[src/rtl/inert_sensor_rdr_if.sv]
// inert_sensor_rdr_if: bundles the SPI-monarch handshake, IMU interrupt and sample outputs
//  master: reader side (drives wrt/cmd/vld/ptch_rt/AZ, takes INT/done/rd_data)
//  slave : SPI monarch + IMU + integrator side (the mirror image)
interface inert_sensor_rdr_if;
  logic        INT;
  logic        done;
  logic [15:0] rd_data;
  logic        wrt;
  logic [15:0] cmd;
  logic        vld;
  logic [15:0] ptch_rt;
  logic [15:0] AZ;
  modport master (input INT, done, rd_data, output wrt, cmd, vld, ptch_rt, AZ);
  modport slave (output INT, done, rd_data, input wrt, cmd, vld, ptch_rt, AZ);
endinterface

[src/rtl/inert_sensor_rdr.sv]
// inert_sensor_rdr: powers up the IMU, then reads pitch rate and Z accel per data-ready interrupt
//  clk, rst : system clock, asynchronous active-high reset
//  bus      : INT/done/rd_data in; wrt/cmd SPI request out; vld/ptch_rt/AZ sample out
module inert_sensor_rdr #(
  parameter int INIT_W = 16
) (
  input logic                 clk,
  input logic                 rst,
  inert_sensor_rdr_if.master  bus
);
  typedef enum logic [2:0] {WAIT, CFG, IDLE, RD, VLD} state_t;
  state_t            state;
  logic [INIT_W-1:0] timer;
  logic [1:0]        idx;
  logic              busy, pend, rise;
  logic [2:0]        int_s;
  logic [7:0]        b [4];
  logic [15:0]       cfg_cmd, rd_cmd;
  assign rise = int_s[1] & ~int_s[2];
  assign cfg_cmd = idx == 2'd0 ? 16'h0D02 : idx == 2'd1 ? 16'h1053 : idx == 2'd2 ? 16'h1150 : 16'h1460;
  assign rd_cmd  = idx == 2'd0 ? 16'hA200 : idx == 2'd1 ? 16'hA300 : idx == 2'd2 ? 16'hAC00 : 16'hAD00;
  always_ff @(posedge clk or posedge rst) begin
    if (rst) begin
      state       <= WAIT;
      timer       <= '0;
      idx         <= '0;
      busy        <= 1'b0;
      pend        <= 1'b0;
      int_s       <= '0;
      b           <= '{default: 8'h00};
      bus.wrt     <= 1'b0;
      bus.cmd     <= 16'h0000;
      bus.vld     <= 1'b0;
      bus.ptch_rt <= 16'h0000;
      bus.AZ      <= 16'h0000;
    end else begin
      int_s   <= {int_s[1:0], bus.INT};
      pend    <= pend | rise;
      bus.wrt <= 1'b0;
      bus.vld <= 1'b0;
      case (state)
        WAIT: begin
          if (&timer) begin
            state <= CFG;
            idx   <= '0;
          end else timer <= timer + 1'b1;
        end
        CFG, RD: begin
          // busy marks an outstanding transaction; done outside one is ignored
          if (!busy) begin
            bus.wrt <= 1'b1;
            bus.cmd <= state == CFG ? cfg_cmd : rd_cmd;
            busy    <= 1'b1;
          end else if (bus.done) begin
            busy <= 1'b0;
            idx  <= idx + 1'b1;
            if (state == RD) b[idx] <= bus.rd_data[7:0];
            if (idx == 2'd3) state <= state == CFG ? IDLE : VLD;
          end
        end
        IDLE: begin
          // an edge landing on the same clock as the clear re-arms pend
          if (pend) begin
            state <= RD;
            idx   <= '0;
            pend  <= rise;
          end
        end
        default: begin
          bus.ptch_rt <= {b[1], b[0]};
          bus.AZ      <= {b[3], b[2]};
          bus.vld     <= 1'b1;
          state       <= IDLE;
        end
      endcase
    end
  end
endmodule
[src/flat_wrapper.sv]
// flat-port wrapper written by rule: the top's interface ports become plain ports
module inert_sensor_rdr_flat 
#(
  parameter int INIT_W = 16
)
  (clk, rst, bus_INT, bus_done, bus_rd_data, bus_wrt, bus_cmd, bus_vld, bus_ptch_rt, bus_AZ);
  inert_sensor_rdr_if bus_i ();
  input logic clk;
  input logic rst;
  input wire logic [$bits(bus_i.INT)-1:0] bus_INT;
  input wire logic [$bits(bus_i.done)-1:0] bus_done;
  input wire logic [$bits(bus_i.rd_data)-1:0] bus_rd_data;
  output wire logic [$bits(bus_i.wrt)-1:0] bus_wrt;
  output wire logic [$bits(bus_i.cmd)-1:0] bus_cmd;
  output wire logic [$bits(bus_i.vld)-1:0] bus_vld;
  output wire logic [$bits(bus_i.ptch_rt)-1:0] bus_ptch_rt;
  output wire logic [$bits(bus_i.AZ)-1:0] bus_AZ;
  assign bus_i.INT = bus_INT;
  assign bus_i.done = bus_done;
  assign bus_i.rd_data = bus_rd_data;
  assign bus_wrt = bus_i.wrt;
  assign bus_cmd = bus_i.cmd;
  assign bus_vld = bus_i.vld;
  assign bus_ptch_rt = bus_i.ptch_rt;
  assign bus_AZ = bus_i.AZ;
  inert_sensor_rdr #(.INIT_W(INIT_W)) u_core (.clk(clk), .rst(rst), .bus(bus_i));
endmodule
[config.mk]
export PLATFORM = sky130hd
export DESIGN_NAME = inert_sensor_rdr_flat
export DESIGN_NICKNAME = d
export VERILOG_FILES = /design/src/rtl/inert_sensor_rdr_if.sv /design/src/rtl/inert_sensor_rdr.sv /design/src/flat_wrapper.sv
export SDC_FILE = /design/constraint.sdc
export NUM_CORES = 1
export LEC_CHECK = 0
export ABC_AREA = 0
export BUFFER_PORTS_ARGS = -buffer_cell sky130_fd_sc_hd__buf_4
export CAP_MARGIN = 30
export CORE_MARGIN = 3
export CORE_UTILIZATION = 55
export DETAILED_ROUTE_END_ITERATION = 8
export MAX_ROUTING_LAYER = met4
export PLACE_DENSITY = 0.78
export SYNTH_ARGS = -nofsm -noshare
export SYNTH_HDL_FRONTEND = slang
export SYNTH_SLANG_ARGS = --single-unit
[constraint.sdc]
create_clock -name clk -period 4.4 [get_ports clk]
set_clock_uncertainty 0.1 [all_clocks]
set_input_delay 0.44 -clock clk [delete_from_list [all_inputs] [get_ports clk]]
set_output_delay 0.44 -clock clk [all_outputs]
set_load 0.02 [all_outputs]
==> results of run 1 <==
power by group through the flow:
stage / sequential [mW] / combinational [mW] / clock [mW]
after global placement: 0.957 / 0.0345 / 0
after global routing: 0.939 / 0.0391 / 0.698
final: 0.938 / 0.0338 / 0.651
after floorplan: 0.957 / 0.0209 / 0
after detailed placement: 0.957 / 0.0352 / 0
after CTS: 0.938 / 0.0353 / 0.660
path summary, 6_finish.rpt:
| path | to | start | slack (ps) | depth (start not counted) |
|---|---|---|---|---|
| max | u_core.timer[13] | u_core.state[2] | 2060 | 6 |
| min | u_core.int_s[0] | bus_INT | 90 | 1 |
| max reg2reg | u_core.timer[13] | u_core.state[2] | 2060 | 6 |
| min reg2reg | u_core.int_s[1] | u_core.int_s[0] | 260 | 0 |
| max in group asynchronous | u_core.b[22] | rst | 3120 | 3 |
| min in group asynchronous | u_core.b[20] | rst | 160 | 2 |
placed cells by master, fill, tap and decap left out, types with 8 or more instances in the layout:
master	n
dfrtp_1	102
mux2_2	64
buf_4	59
nand2_1	26
clkbuf_8	9
inv_1	8
o21ai_0	8
nor2_1	8
xnor2_1	8
ha_1	8
cell type report:
type,count,area (sq um)
clock inverter,6,95.1
clock buffer,9,124
timing repair buffer,59,443
fill,553,2450
tap,99,124
sequential,102,2550
multi-input combinational,183,1510
inverter,9,36.3
stage by stage:
step / power (mW) / hold WS, ps / utilization, % / instances
4_1_cts: 1.63 / 82.6 / 66.6 / 467
3_5_place_dp: 0.992 / 242 / 63.6 / 452
6_report: 1.62 / 93.5 / 66.6 / 467
3_3_place_gp: 0.991 / 244 / 63.6 / 452
2_1_floorplan: 0.978 / 231 / - / 312
5_1_grt: 1.68 / 76.9 / 66.6 / 467
worst max-delay path: cells and delay by family (launching register included):
family / cells / cell delay [ps]
flops: 1 / 630
xor+xnor: 1 / 140
buf+inv: 2 / 450
simple gates: 3 / 920
metal layers:
layer | wire length (um) | global-route usage (%) | up-vias
met5 | 0 | - | -
li1 | - | - | 1155
met4 | 85 | 6.59 | 0
met3 | 340 | 4.91 | 7
met1 | 3290 | 24.6 | 1244
met2 | 3660 | 30.8 | 47
cell families after synthesis:
kind of cell	share of synthesized area (%)
adder cells (fa/ha/maj)	2.39
AND/OR/NAND/NOR	8.52
other	0.0896
AO/OA/AOI/OAI	3.86
flip-flops	61.0
buffers and inverters	3.29
multiplexers	17.8
XOR/XNOR	3.14
flip-flops by register name, summed over array words and instances (netlist names), 2 cells and up:
signal,cells
u_core.bus.cmd,10
u_core.bus.AZ,16
u_core.idx,2
u_core.bus.ptch_rt,16
u_core.timer,16
u_core.state,3
u_core.b,32
u_core.int_s,3
==> impl_metrics.tcl, run 1 <==
set metrics [dict create \
    placed_cell_area_sq_mm 0.00466 \
    ys_warn_count 0 \
    hold_viol_final 0 \
    die_y_um 93.2 \
    drcViolationCount 0 \
    postCtsHoldBufs 0 \
    synth-main-ff-cell "dfrtp_1" \
    crit_path_start_kind "flip-flop" \
    dp_slack_ps 2020 \
    initial_utilization_pct 57.1 \
    hold_class "input port to flip-flop" \
    grt_usage_pct 19.4 \
    drive_gt1_share_pct 41.0 \
    grt_max_degree 76 \
    cts_resized 0 \
    hpwl_mm 4.98 \
    worstMarginPinSlew_ps 881 \
    synth_sequential_area_ratio_pct 61.0 \
    async_flop_share_pct 100 \
    peakVddDrop_mv 0.242 \
    cts_root_buffer "clkbuf_8" \
    syn_to_final_growth_pct 16.6 \
    worstPathCellList "buf_4, nor3_2, inv_1, nor4b_2, nand3_1, xnor2_1" \
    die_w_um 93.2 \
    maxCapViolCount 0 \
    synth_cell_types 41 \
    viasPerCell 5.25 \
    antenna_found_initial 0 \
    dr.pass1.iters 4 \
    crit_type "flip-flop to flip-flop" \
    synth_most_common_cell "dfrtp_1" \
    slowest_stage "dfrtp_1" \
    fp-row-count 31 \
    ant_nets 0 \
    power.switching_uw 354 \
    yosys-top-cells-count "dfrtp_1 (102), mux2_2 (64), nand2_1 (26)" \
    cts_tree "yes" \
    end_kind "flip-flop" \
    cp_max_fo 24 \
    clkTransAtPathRegs_ps 90 \
    htreeDepth 3 \
    syn-cell-area_sq_mm 0.00419 \
    rsz0062_at_grt "false" \
    synthTopCellsByArea "dfrtp_1 (61%), mux2_2 (17%), ha_1 (2.4%)" \
    yosysTopAreaCell "dfrtp_1" \
    cts_buffers 9 \
    power_density_mw_per_mm2 332 \
    fin_ws_ps 2060 \
    power_frac_comb_pct 2.1 \
    gp_congestion 0.787 \
    drt-initial-drc-count 118 \
    setup-tns-final_ps 0 \
    syn_avg_cell_area_sq_um 13.5 \
    cts.sinks 102 \
    crit_arrival_ps 2500 \
    antenna_cells 0 \
    stdcell_area_sq_mm 0.00488 \
    yosys.area.top_type_share_pct 61.0 \
    maxSlewViolCount 0 \
    p_seq_share_pct 57.8 \
    total_leakage_power_nw 2.55 \
    grt_pass1_wl_mm 12.7 \
    routedWlPerCell_um 15.8 \
    grt_pass1_vias 2596 \
    nets 392 \
    num_vias 2453 \
    synthCells 309 \
    cts.path.max_buffers 2 \
    core_area_sq_mm 0.00733 \
    max_freq_mhz 427 \
    post_cts_buffers 0 \
    port_buffers 57 \
    synth-edff-count 0 \
    status "completed" \
    io_pins 70 \
    slew_headroom_pct 41.2 \
    fin_crit_ps 2340 \
    required_ps 4550 \
    switching_share_pct 21.8 \
    wirelength_mm 7.37 \
    grt_overflow_total 0 \
    period_share_pct 53.2 \
    die-area_sq_mm 0.00869 \
    synth_seq_cells 102 \
    p_clk_share_pct 40.1 \
    setup_violations 0 \
    internal-power_mw 1.27 \
    clk_latency_ps 370 \
    cp_slowest_stage_delay_ps 630 \
]
(Power assumes the default switching activity.)
==> run 2, diff against run 1 <==
- clock period: 4.4 -> 2.2 ns (I/O delays scaled with it)
==> impl_metrics.tcl, run 2 (synthesis results as in run 1) <==
set metrics [dict create \
    holdPathEnd "u_core.b[22]" \
    hold_viol_final 0 \
    core_area_sq_mm 0.00733 \
    hold_class "input port to flip-flop" \
    layout_commonest_cell "dfrtp_1" \
    critPathBufInv 0 \
    antenna_cells 0 \
    clkTransAtPathRegs_ps 100 \
    peakVddDrop_mv 0.515 \
    period_share_pct 87.3 \
    dr.pass1.iters 4 \
    grt_usage_pct 18.2 \
    dp_cells 454 \
    cts_tree "yes" \
    htreeDepth 3 \
    wirelength_mm 7.15 \
    viasPerCell 5.16 \
    r2r_slack_ps 280 \
    nets 400 \
    rsz0062_at_grt "false" \
    routedWlPerCell_um 15.0 \
    crit_arrival_ps 2070 \
    worstPathCellList "ha_1, and3_2, nand3_1, o21ai_4, nand2_2, a221o_1" \
    ff_latch_area_sq_mm 0.00255 \
    syn_to_final_growth_pct 18.8 \
    clk_latency_ps 360 \
    maxSlewViolCount 0 \
    fillers 557 \
    hpwl_mm 4.88 \
    crit_path_start_kind "flip-flop" \
    multiInputGateArea_sq_mm 0.00151 \
    slew_headroom_pct 59.4 \
    hold_start "bus_rd_data[6]" \
    end_kind "flip-flop" \
    cts.sinks 102 \
    total_leakage_power_nw 2.59 \
    slowest_stage "dfrtp_1" \
    die-area_sq_mm 0.00869 \
    fp-row-count 31 \
    regMostFlops "u_core.b" \
    min_path_cells 2 \
    max_freq_mhz 521 \
    required_ps 2350 \
    io_pins 70 \
    drt-initial-drc-count 97 \
    grt_overflow_total 0 \
    cts_buffers 9 \
    ant_nets 0 \
    ff2ff_path_depth 6 \
    path_delay_family "compound AO/OA/AOI/OAI gates" \
    antenna_found_initial 0 \
    finalPower_mw 3.19 \
    setup-tns-final_ps 0 \
    power_density_mw_per_mm2 641 \
    gp_congestion 0.794 \
    num_vias 2455 \
    drcViolationCount 0 \
    grt_pass1_wl_mm 11.9 \
    die_w_um 93.2 \
    largest_register_ffs 32 \
    cts_root_buffer "clkbuf_8" \
    cp_slowest_stage_delay_ps 430 \
    status "completed" \
    layout_common_cells "dfrtp_1 (102), mux2_2 (64), buf_4 (59)" \
    port_buffers 57 \
    grt_max_degree 45 \
    grt_pass1_vias 2457 \
    drive_gt1_share_pct 40.8 \
    die_y_um 93.2 \
    worstMarginPinSlew_ps 608 \
    cts.path.max_buffers 2 \
    setup_violations 0 \
    stdcell_count 476 \
    reg2reg_to "u_core.idx[1]" \
    maxCapViolCount 0 \
    cp_max_fo 10 \
    r2r-start "u_core.timer[0]" \
    initial_utilization_pct 57.1 \
    fin_crit_ps 1920 \
    crit_type "flip-flop to flip-flop" \
]
run 2: layout make-up:
| class | instances | area share [%] |
|---|---|---|
| clock buffer | 9 | 2.49 |
| clock inverter | 7 | 1.74 |
| inverter | 9 | 0.755 |
| multi-input combinational | 183 | 30.3 |
| sequential | 102 | 51.3 |
| tap | 99 | 2.49 |
| timing repair buffer | 67 | 10.9 |
run 2: stage by stage:
stage,area [sq um],hold WS [ps],util [%],worst slack [ps]
after floorplan,4200,151,-,492
after global placement,4700,219,64.2,354
after detailed placement,4700,226,64.2,297
after CTS,4970,0.378,67.9,277
after global routing,4970,4.07,67.9,175
final,4970,16.3,67.9,279
run 2: repair_timing:
| action | CTS | global route |
|---|---|---|
| endpoints found under the setup margin | 0 | 0 |
| hold endpoints to repair | 36 | 0 |
| setup buffers | 0 | 0 |
| hold buffers | 6 | 0 |
| resized for setup | 0 | 0 |
run 2: worst max-delay path by stage:
stage	endpoint	slack [ps]	depth (start not counted)	start
floorplan	u_core.idx[1]	490	6	u_core.timer[0]
global placement	u_core.b[31]	350	4	u_core.idx[0]
detailed placement	u_core.idx[1]	300	6	u_core.timer[0]
CTS	u_core.idx[1]	280	6	u_core.timer[0]
global route	u_core.b[25]	170	4	u_core.idx[0]
finish	u_core.idx[1]	280	6	u_core.timer[0]
run 2: where the power goes:
part	switching [mW]	total (mW)	leakage, nW	internal [mW]
logic	0.0550	0.0833	1.09	0.0283
clock network	0.674	1.23	0.104	0.552
registers	0.00102	1.88	1.39	1.88
run 2: layer usage:
metal / up-vias / wire, um / track usage, %
met5: - / 0 / -
met4: 0 / 55 / 4.76
met3: 4 / 436 / 6.19
met2: 52 / 3340 / 27.7
met1: 1219 / 3320 / 23.6
li1: 1180 / - / -
==> run 3, diff against run 2 <==
- BUFFER_PORTS_ARGS: -buffer_cell sky130_fd_sc_hd__buf_4 -> -buffer_cell sky130_fd_sc_hd__clkbuf_2
- SKIP_CTS_REPAIR_TIMING: unset -> 1
==> impl_metrics.tcl, run 3 (synthesis results as in run 1) <==
set metrics [dict create \
    syn_to_final_growth_pct 14.1 \
    largest_register_ffs 32 \
    maxSlewViolCount 0 \
    layout_common_cells "dfrtp_1 (102), mux2_2 (64), clkbuf_2 (57)" \
    crit_path_start_kind "flip-flop" \
    io_pins 70 \
    end_kind "flip-flop" \
    hold_class "input port to flip-flop" \
    viasPerCell 5.24 \
    wirelength_mm 7.27 \
    crit_type "flip-flop to flip-flop" \
    total_leakage_power_nw 2.53 \
    stdcell_count 473 \
    setup_violations 0 \
    core_area_sq_mm 0.00733 \
    fin_crit_ps 1920 \
    antenna_found_initial 0 \
    cts_tree "yes" \
    clk_latency_ps 360 \
    cts_root_buffer "clkbuf_8" \
    rsz0062_at_grt "false" \
    clkTransAtPathRegs_ps 100 \
    initial_utilization_pct 57.1 \
    holdWs_ps 21.6 \
    cts_buffers 9 \
    worstMarginPinSlew_ps 585 \
    regMostFlops "u_core.b" \
    htreeDepth 3 \
    nets 397 \
    drcViolationCount 0 \
    drive_gt1_share_pct 41.4 \
    grt_overflow_total 0 \
    crit_arrival_ps 2060 \
    num_vias 2479 \
    setup-tns-final_ps 0 \
    hpwl_mm 5.05 \
    period_share_pct 87.2 \
    die_y_um 93.2 \
    gp_congestion 0.797 \
    required_ps 2340 \
    maxCapViolCount 0 \
    cp_max_fo 13 \
    grt_pass1_wl_mm 12.3 \
    fp-row-count 31 \
    power_density_mw_per_mm2 641 \
    dr.pass1.iters 5 \
    grt_max_degree 42 \
    antenna_cells 0 \
    max_freq_mhz 521 \
    ant_nets 0 \
    hold_viol_final 0 \
    cts.sinks 102 \
    port_buffers 57 \
    routedWlPerCell_um 15.4 \
    slew_headroom_pct 60.9 \
    die-area_sq_mm 0.00869 \
    drt-initial-drc-count 51 \
    peakVddDrop_mv 0.472 \
    layout_commonest_cell "dfrtp_1" \
    die_w_um 93.2 \
    cts.path.max_buffers 2 \
    dp_cells 455 \
    finalPower_mw 3.06 \
    grt_usage_pct 18.6 \
    status "completed" \
    grt_pass1_vias 2526 \
]
[run 3: cell types whose count changed in the layout (fill, tap and decap cells not counted), sizes merged]
cell	delta
buf	-56
bufinv	-1
clkbuf	+58
clkinv	+2
clkinvlp	-1
dlygate4sd3	-4
inv	-1
[run 3: final cells by class]
cell class	instances	area, sq um
Clock buffer	10	138
Fill cell	556	2550
Sequential cell	102	2550
Timing Repair Buffer	64	368
Inverter	9	37.5
Clock inverter	6	51.3
Tap cell	99	124
Multi-Input combinational cell	183	1510
[run 3: per-layer routing]
metal  share of wire (%)  global-route usage (%)
met2                  50                    29.2
met1                  44                    23.4
met5                   0                       -
met4                0.58                    4.76
met3                 5.3                    6.19
[run 3: critical path: stages, from the launching register on]
cell	delay (ps)
dfrtp_1	620
nand3_1	150
nor2_2	160
nand2_1	340
mux2_1	420
[run 3: through the flow]
stage | worst slack [ps] | area, sq um | util (%)
2_1_floorplan | 492 | 4200 | -
3_3_place_gp | 351 | 4570 | 62.3
3_5_place_dp | 308 | 4570 | 62.3
4_1_cts | 289 | 4760 | 64.9
5_1_grt | 163 | 4780 | 65.2
6_report | 282 | 4780 | 65.2
[run 3: report_power, final]
group	switching (mW)	internal (mW)
Clock	0.654	0.461
Sequential	0.000837	1.88
Combinational	0.0535	0.0180
Total	0.709	2.35
[run 3: worst paths after layout]
path | start | endpoint | slack (ps) | cells past startpoint
hold reg to reg | u_core.int_s[0] | u_core.int_s[1] | 260 | 0
setup reg to reg | u_core.state[1] | u_core.b[22] | 280 | 4
setup / recovery | u_core.state[1] | u_core.b[22] | 280 | 4
max in group asynchronous | rst | u_core.bus.ptch_rt[6] | 1050 | 4
min in group asynchronous | rst | u_core.b[5] | 340 | 3
hold / removal | bus_rd_data[1] | u_core.b[9] | 20 | 2
